File: src/rtl/cn_host_sequencer.sv
// Host-side initiator for the CryptoNight core: version check, h0/op-code load, start,
// completion wait and scratchpad readback as a 128b stream.
module cn_host_sequencer #(
  parameter int unsigned ADDR_WIDTH = 15,
  parameter logic [31:0] VERSION    = 32'h19070416,
  parameter int unsigned TIMEOUT    = 2**24
) (
  input  logic                  i_clk,
  input  logic                  i_reset,
  input  logic                  i_cmd_start,
  input  logic [7:0]            i_cfg_code_words,
  input  logic [ADDR_WIDTH+1:0] i_cfg_rd_base,
  input  logic [15:0]           i_cfg_rd_count,
  input  logic                  i_in_valid,
  output logic                  o_in_ready,
  input  logic [31:0]           i_in_data,
  output logic                  o_res_valid,
  input  logic                  i_res_ready,
  output logic [127:0]          o_res_data,
  output logic                  o_busy,
  output logic                  o_done,
  output logic [1:0]            o_err_code,
  output logic [9:0]            o_reg_address,
  output logic                  o_reg_write,
  output logic [31:0]           o_reg_wrdata,
  input  logic [31:0]           i_reg_rddata,
  output logic [ADDR_WIDTH+1:0] o_mem_address,
  output logic                  o_mem_write,
  output logic [127:0]          o_mem_wrdata,
  input  logic [127:0]          i_mem_rddata,
  input  logic                  i_sts_ml_finished
);

  localparam int unsigned TW        = $clog2(TIMEOUT + 1);
  localparam logic [7:0]  MAX_CODE  = 8'd140;
  localparam logic [7:0]  LAST_H0   = 8'd27;
  localparam logic [9:0]  CTRL_REG  = 10'h200;

  typedef enum logic [3:0] {
    IDLE, VER_RD, VER_CHK, LOAD_H0, LOAD_CODE, START,
    WAIT_DONE, RD_ISSUE, RD_CAP, RD_WAIT, DONE
  } state_t;

  state_t                r_state, w_next;
  logic [7:0]            r_code_n;
  logic [7:0]            r_idx;
  logic [ADDR_WIDTH+1:0] r_cur;
  logic [15:0]           r_rem;
  logic [1:0]            r_err;
  logic [TW-1:0]         r_tmo;
  logic                  r_prev;
  logic [127:0]          r_res_data;
  logic                  w_rise;
  logic                  w_tmo_hit;

  assign w_rise    = i_sts_ml_finished & ~r_prev;
  assign w_tmo_hit = (r_tmo == TW'(TIMEOUT - 1));

  // NOTE: sequential state uses non-blocking assignments so every flop samples pre-edge values.
  always_ff @(posedge i_clk) begin
    if (i_reset) r_state <= IDLE;
    else         r_state <= w_next;
  end

  // NOTE: every output and w_next gets a default first, so no path can infer a latch.
  always_comb begin
    w_next        = r_state;
    o_in_ready    = 1'b0;
    o_reg_write   = 1'b0;
    o_reg_address = '0;
    o_reg_wrdata  = '0;
    o_mem_address = '0;
    unique case (r_state)
      IDLE:      if (i_cmd_start) w_next = VER_RD;
      VER_RD: begin
        o_reg_address = CTRL_REG;
        w_next        = VER_CHK;
      end
      VER_CHK:   w_next = (i_reg_rddata == VERSION) ? LOAD_H0 : DONE;
      LOAD_H0: begin
        o_in_ready = 1'b1;
        if (i_in_valid) begin
          o_reg_write   = 1'b1;
          o_reg_address = {2'b01, 3'b000, r_idx[4:1], r_idx[0]};
          o_reg_wrdata  = i_in_data;
          if (r_idx == LAST_H0) w_next = (r_code_n == 8'd0) ? START : LOAD_CODE;
        end
      end
      LOAD_CODE: begin
        o_in_ready = 1'b1;
        if (i_in_valid) begin
          o_reg_write   = 1'b1;
          o_reg_address = {2'b00, r_idx};
          o_reg_wrdata  = i_in_data;
          if (r_idx == r_code_n - 8'd1) w_next = START;
        end
      end
      START: begin
        o_reg_write   = 1'b1;
        o_reg_address = CTRL_REG;
        o_reg_wrdata  = 32'h1;
        w_next        = WAIT_DONE;
      end
      WAIT_DONE: begin
        if (w_rise)         w_next = (r_rem == 16'd0) ? DONE : RD_ISSUE;
        else if (w_tmo_hit) w_next = DONE;
      end
      RD_ISSUE: begin
        o_mem_address = r_cur;
        w_next        = RD_CAP;
      end
      RD_CAP:    w_next = RD_WAIT;
      RD_WAIT:   if (i_res_ready) w_next = (r_rem == 16'd1) ? DONE : RD_ISSUE;
      DONE:      w_next = IDLE;
      default:   w_next = IDLE;
    endcase
  end

  always_ff @(posedge i_clk) begin
    if (i_reset) begin
      r_code_n   <= '0;
      r_idx      <= '0;
      r_cur      <= '0;
      r_rem      <= '0;
      r_err      <= '0;
      r_tmo      <= '0;
      r_prev     <= 1'b0;
      r_res_data <= '0;
    end else begin
      unique case (r_state)
        IDLE: if (i_cmd_start) begin
          r_code_n <= (i_cfg_code_words > MAX_CODE) ? MAX_CODE : i_cfg_code_words;
          r_cur    <= i_cfg_rd_base;
          r_rem    <= i_cfg_rd_count;
          r_err    <= 2'd0;
          r_idx    <= '0;
        end
        VER_CHK:   if (i_reg_rddata != VERSION) r_err <= 2'd1;
        LOAD_H0:   if (i_in_valid) r_idx <= (r_idx == LAST_H0) ? 8'd0 : r_idx + 8'd1;
        LOAD_CODE: if (i_in_valid) r_idx <= r_idx + 8'd1;
        START: begin
          // A level left high by a previous job must not count as this job's edge.
          r_tmo  <= '0;
          r_prev <= i_sts_ml_finished;
        end
        WAIT_DONE: begin
          r_prev <= i_sts_ml_finished;
          if (!w_rise) begin
            if (w_tmo_hit) r_err <= 2'd2;
            else           r_tmo <= r_tmo + 1'b1;
          end
        end
        RD_CAP:    r_res_data <= i_mem_rddata;
        RD_WAIT: if (i_res_ready) begin
          r_cur <= r_cur + 1'b1;
          r_rem <= r_rem - 16'd1;
        end
        default: ;
      endcase
    end
  end

  assign o_res_valid  = (r_state == RD_WAIT);
  assign o_res_data   = r_res_data;
  assign o_busy       = (r_state != IDLE);
  assign o_done       = (r_state == DONE);
  assign o_err_code   = r_err;
  assign o_mem_write  = 1'b0;
  assign o_mem_wrdata = '0;

endmodule

File: config.mk
export PLATFORM = sky130hd
export DESIGN_NAME = cn_host_sequencer
export DESIGN_NICKNAME = d
export VERILOG_FILES = /design/src/rtl/cn_host_sequencer.sv
export SDC_FILE = /design/constraint.sdc
export NUM_CORES = 1
export LEC_CHECK = 0
export CAP_MARGIN = 25
export CORE_AREA = 2 2 218 220
export DETAILED_ROUTE_END_ITERATION = 16
export DIE_AREA = 0 0 220 222
export HOLD_SLACK_MARGIN = 0.1
export SLEW_MARGIN = 10
export SYNTH_ARGS = -nofsm -noshare
export SYNTH_HDL_FRONTEND = slang
export SYNTH_SLANG_ARGS = --single-unit
File: constraint.sdc
create_clock -name i_clk -period 2.4 [get_ports i_clk]
set_clock_uncertainty 0.05 [all_clocks]
set_input_delay 0.48 -clock i_clk [delete_from_list [all_inputs] [get_ports i_clk]]
set_output_delay 0.48 -clock i_clk [all_outputs]
set_load 0.02 [all_outputs]
Word-level counts from Yosys, hierarchy flattened
Index checks and enable logic that the tools add are counted.
{ "classes": {"n_addsub": 5, "magnitude_cmp": 1, "eq_ne": 27, "muxes": 42, "n_bitwise": 2, "n_reduce_logical": 17} }
{ "ops": {"columns": ["cell", "count"], "rows": [
  ["case mux 32 bit (2 select lines)", 1],
  ["two-way mux 17 bit", 3],
  ["two-way mux 25 bit", 2],
  ["case mux 25 bit (2 select lines)", 1],
  ["two-way mux 8 bit", 6],
  ["two-way mux 4 bit", 11],
  ["case mux 4 bit (10 select lines)", 1],
  ["case mux 17 bit (2 select lines)", 1],
  ["equality test 32 x 29 -> 1 bit (second input constant)", 1],
  ["two-way mux 16 bit", 2],
  ["two-way mux 32 bit", 1],
  ["inequality test 32 x 29 -> 1 bit (second input constant)", 1],
  ["case mux 16 bit (2 select lines)", 1],
  ["case mux 10 bit (3 select lines)", 1],
  ["adder 25 x 1 -> 25 bit (second input constant)", 1],
  ["equality test 25 x 24 -> 1 bit (second input constant)", 1],
  ["case mux 8 bit (3 select lines)", 1],
  ["inequality test 2 bit (second input constant)", 9],
  ["adder 17 x 1 -> 17 bit (second input constant)", 1],
  ["equality test 16 x 1 -> 1 bit (second input constant)", 1],
  ["equality test 4 x 3 -> 1 bit (second input constant)", 4],
  ["logical NOT 16 bit", 1],
  ["subtractor 16 x 1 -> 16 bit (second input constant)", 1],
  ["equality test 4 bit (second input constant)", 3],
  ["27 further kinds", 38]
]} }
{ "word_totals": {"reg_bits": 209, "in_bits": 239, "wordCells": 103} }

Depth between registers and ports, before layout
{ "depth": {"word_depth": 5, "depth_mapped": 10} }

Worst setup path before layout
Ideal clock, no wire load.
{ "synth_timing": {"kind": "register -> output", "startpoint": "register r_state[2]", "endpoint": "output port o_reg_address[0]", "arrival_ns": 1.784, "required_time_ns": 1.870, "setup_slack_ns": 0.086, "stages_incl_launch_ff": 6, "path_buffers": 2, "path_cell_list": "dfxtp_1 > or3b_2 > a21oi_1 > clkbuf_1 > clkbuf_1 > and3_1"} }
{ "synth_via": {"elab_chain_cells": 3} }
{ "synth_lines": {"columns": ["element", "line_no", "source"], "rows": [
  ["start: declaration", "44", "state_t r_state, w_next;"],
  ["start signal: assignment", "62", "else r_state <= w_next;"],
  ["equality test 4 x 3 -> 1 bit / equality test 4 x 1 -> 1 bit (equally long branches)", "73", "unique case (r_state)"],
  ["OR reduction 2 bit (no line)", null, null],
  ["case mux 10 bit (3 select lines) *", "73", null],
  ["end: declaration", "23", "output logic [9:0] o_reg_address,"]
]} }
Every way passes the cells marked *; elsewhere a longest branch is shown, timed or not.

Worst setup path after layout
{ "layout_timing": {"startpoint": "register r_state[2]", "endpoint": "output port o_reg_wrdata[7]"} }
{ "layout_via": {"elab_chain_cells": 3} }
{ "layout_lines": {"columns": ["element", "line_no", "source"], "rows": [
  ["equality test 4 x 3 -> 1 bit / equality test 4 x 2 -> 1 bit (equally long branches)", "73", null],
  ["OR reduction 2 bit (no line)", null, null],
  ["case mux 32 bit (2 select lines) *", "73", null],
  ["end: declaration", "25", "output logic [31:0] o_reg_wrdata,"]
]} }
Marked as above.

==> flow_summary.toml <==
[outcome]
status = "finished with violations"
failed_checks = "setup timing"

[global_routing]
grt_pass1_vias = 10500
grt.overflow.total = 0
grt_pass1_wl_mm = 59.6
grtUsageMet3 = 0.0457
global_route.usage.met1 = 0.179
largest_net_degree_at_the_start_of_global_routing = 117
antenna_found_initial = 2
grt_busiest_layer = "met2"
grt_use_met2 = 0.273
grt_use_total = 0.153

[detailed_routing]
detailedRoute.firstPassIterationCount = 5
vias = 11100
route.antenna.remaining_nets = 0
initialDrtViolationCount = 630
wl_per_cell_microns = 16.4
detail_route.drc_violations = 0
totalWireLength_mm = 40.6
vias_per_cell = 4.48

[placed_design]
post-dp-hpwl_mm = 29.1
finalWeightedCongestion = 0.820
buffer_ports.inserted = 432
detailedPlace.worstSlack_ps = -191
post-place-cells = 2400

[timing]
max_slew.worst_pin.slew_ps = 638
f_max_mhz = 389
layout_worst_path_cycle_share = 1.07
final-setup-viol-count = 51
final-max-slew-violation-count = 0
slew_headroom = 0.575
hold_viol_final = 0
finalWorstSetupSlack_ps = -173
rsz_0062_raised_after_global_routing = "yes"
fin_worst_hold_slack_ps = 306
finalCriticalPeriod_ps = 2570

[critical_path]
arr_time_crit_path_ps = 2040
timing.critical_path.fanout_max = 7
crit_required_ps = 1870
worst_setup_path_end_kind = "primary output"
start_kind = "flip-flop"
reg2reg_from = "r_state[0]"
setup_slack_of_the_worst_register_to_register_path_ps = 60
setup.worst_path.class = "reg -> out"
worstRegToRegCells = 8
rr_endpoint = "r_state[1]"

[hold_path]
hold_start = "i_reset"
timing.hold.worst_endpoint = "r_idx[7]"
min-delay-path-class = "in -> reg"
timing.hold.worst_path_depth = 3

[power]
cellPowerDensity_mw_per_mm2 = 780
vdd_drop_max_mv = 0.431
p_leak_nw = 6.29

[floorplan]
chipWidth_microns = 220
top_level_ports = 562
die_h_microns = 222
die-area_sq_mm = 0.0488
design.core.area_sq_mm = 0.0463
std_cell_rows = 79
floorplan.initialDensity = 0.229

[logic_synthesis]
synth_area_leaders = "dfxtp_1, nand2_1, buf_4"
synth_top_flop_cell = "dfxtp_1"
synth.cells.most_frequent = "nand2_1, dfxtp_1, a21oi_1, buf_4, clkbuf_1"
synth_enable_flop_cells = 0
netlist.area_leader.share = 0.395
synthDominantAreaCellType = "dfxtp_1"
ys_types = 72
synth.ff_latch_count = 209
synthCells = 1395
postSynth.asyncResetShare = 0
synthMostInstantiatedCell = "nand2_1"
synth.yosys.seq_area_share = 0.395
syn_avg_cell_area_sq_um = 7.60
syn_area_sq_mm = 0.0106
ys.warnings.count = 0

[cells_and_area]
n_fill_cell = 4767
areaGrowthSynthToFinish_pct = 60.2
seqCellArea_sq_mm = 0.00419
post_route_cells_drive_above_1_share = 0.149
multi_input_area_sq_mm = 0.00581
post_layout_nonfiller_instances = 2475
antenna_cells = 0
utilization = 0.367
fin_nets = 2094

[cts]
worst_setup_hold_path_clk_slew_ps = 60
clock_path_buffers = 3
htree_levels = 1
cts_made_buffers = 27
cts_root_buffer = "clkbuf_16"
clk_latency_ps = 550
clock-sinks = 209
cts_tree = "done"

[flow_run]
max_cap_viol_count = 0
registers in the layout, indices dropped and copies added (netlist names):
signal      count
r_prev          1
r_rem          16
o_err_code      2
r_cur          17
r_state         4
r_idx           8
r_tmo          25
o_res_data    128
r_code_n        8
timing repair:
item / 4_1_cts / 5_1_grt
gates resized for setup: 319 / 105
cloned: 4 / 3
hold endpoints to repair: 0 / 0
setup endpoints to repair: 64 / 69
pin swaps: 6 / 13
buffers inserted: 11 / 8
hold buffers: 0 / 0
layer usage:
layer,part of all wire,wire length (microns),up-vias
li1,-,-,5422
met1,0.40,16200,5188
met2,0.50,20100,418
met3,0.088,3570,46
met4,0.016,665,4
met5,0.00066,27,-
power by group:
part	internal [W]	switching, W	total [W]
clock network	0.00261	0.00164	0.00426
registers	0.00386	0.000327	0.00419
logic	0.00218	0.00263	0.00482
total	0.00865	0.00460	0.0133
stage by stage:
step	setup TNS, ps	instance area (sq um)	total power (W)
global placement	-3910	15400	0.00845
floorplan	0	11100	0.00676
CTS	-5620	16500	0.0131
finish	-6780	17000	0.0133
global route	-11480	17000	0.0140
detailed placement	-5460	15400	0.00852
worst max-delay path, cell delays in order, from the launching register on:
cell,delay (ps)
dfxtp_2,330
buf_6,120
nand3b_1,260
a21oi_4,220
buf_12,140
buf_2,130
and3_4,180
buf_6,110
final cells by class:
class,count,area share
Tap cell,607,0.0447
Multi-Input combinational cell,1082,0.342
Clock inverter,10,0.00861
Sequential cell,209,0.247
Inverter,13,0.00302
Clock buffer,39,0.0465
Timing Repair Buffer,515,0.308
cell families (layout without fill, tap and decap cells):
logic type	Yosys count	count (layout)	synth area share
muxes	2	2	0.00189
DFF	209	209	0.395
AOI/OAI and AO/OA	321	321	0.176
adders and majority gates	7	7	0.00826
xor gates and xnor gates	24	24	0.0211
buffers and inverters	232	577	0.130
other	1	129	0.000354
and+or+nand+nor	599	599	0.267
worst max-delay path by stage:
stage                      from          endpoint  slack, ps  depth (start not counted)
finish               r_state[2]   o_reg_wrdata[7]       -170                          7
global route         r_state[2]   o_reg_wrdata[8]       -270                          7
CTS                  r_state[1]  o_reg_address[2]       -160                          6
detailed placement  i_cmd_start          r_idx[5]       -190                          7
global placement    i_cmd_start          r_idx[7]       -190                          7
floorplan            r_state[2]  o_reg_address[0]         90                          5
layout by cell type (no fill, tap or decap), types with 15 or more instances in the layout:
cell	n
nand2_1	312
conb_1	129
or3_1	16
nor2_1	66
and3_1	27
and2_4	17
a21oi_1	188
and3_4	23
buf_12	15
dfxtp_1	205
nor3_1	24
buf_6	54
o21ai_0	49
buf_4	67
clkbuf_16	30
clkdlybuf4s50_1	367
nand3_1	23
Power figures use the tool's default switching activity.
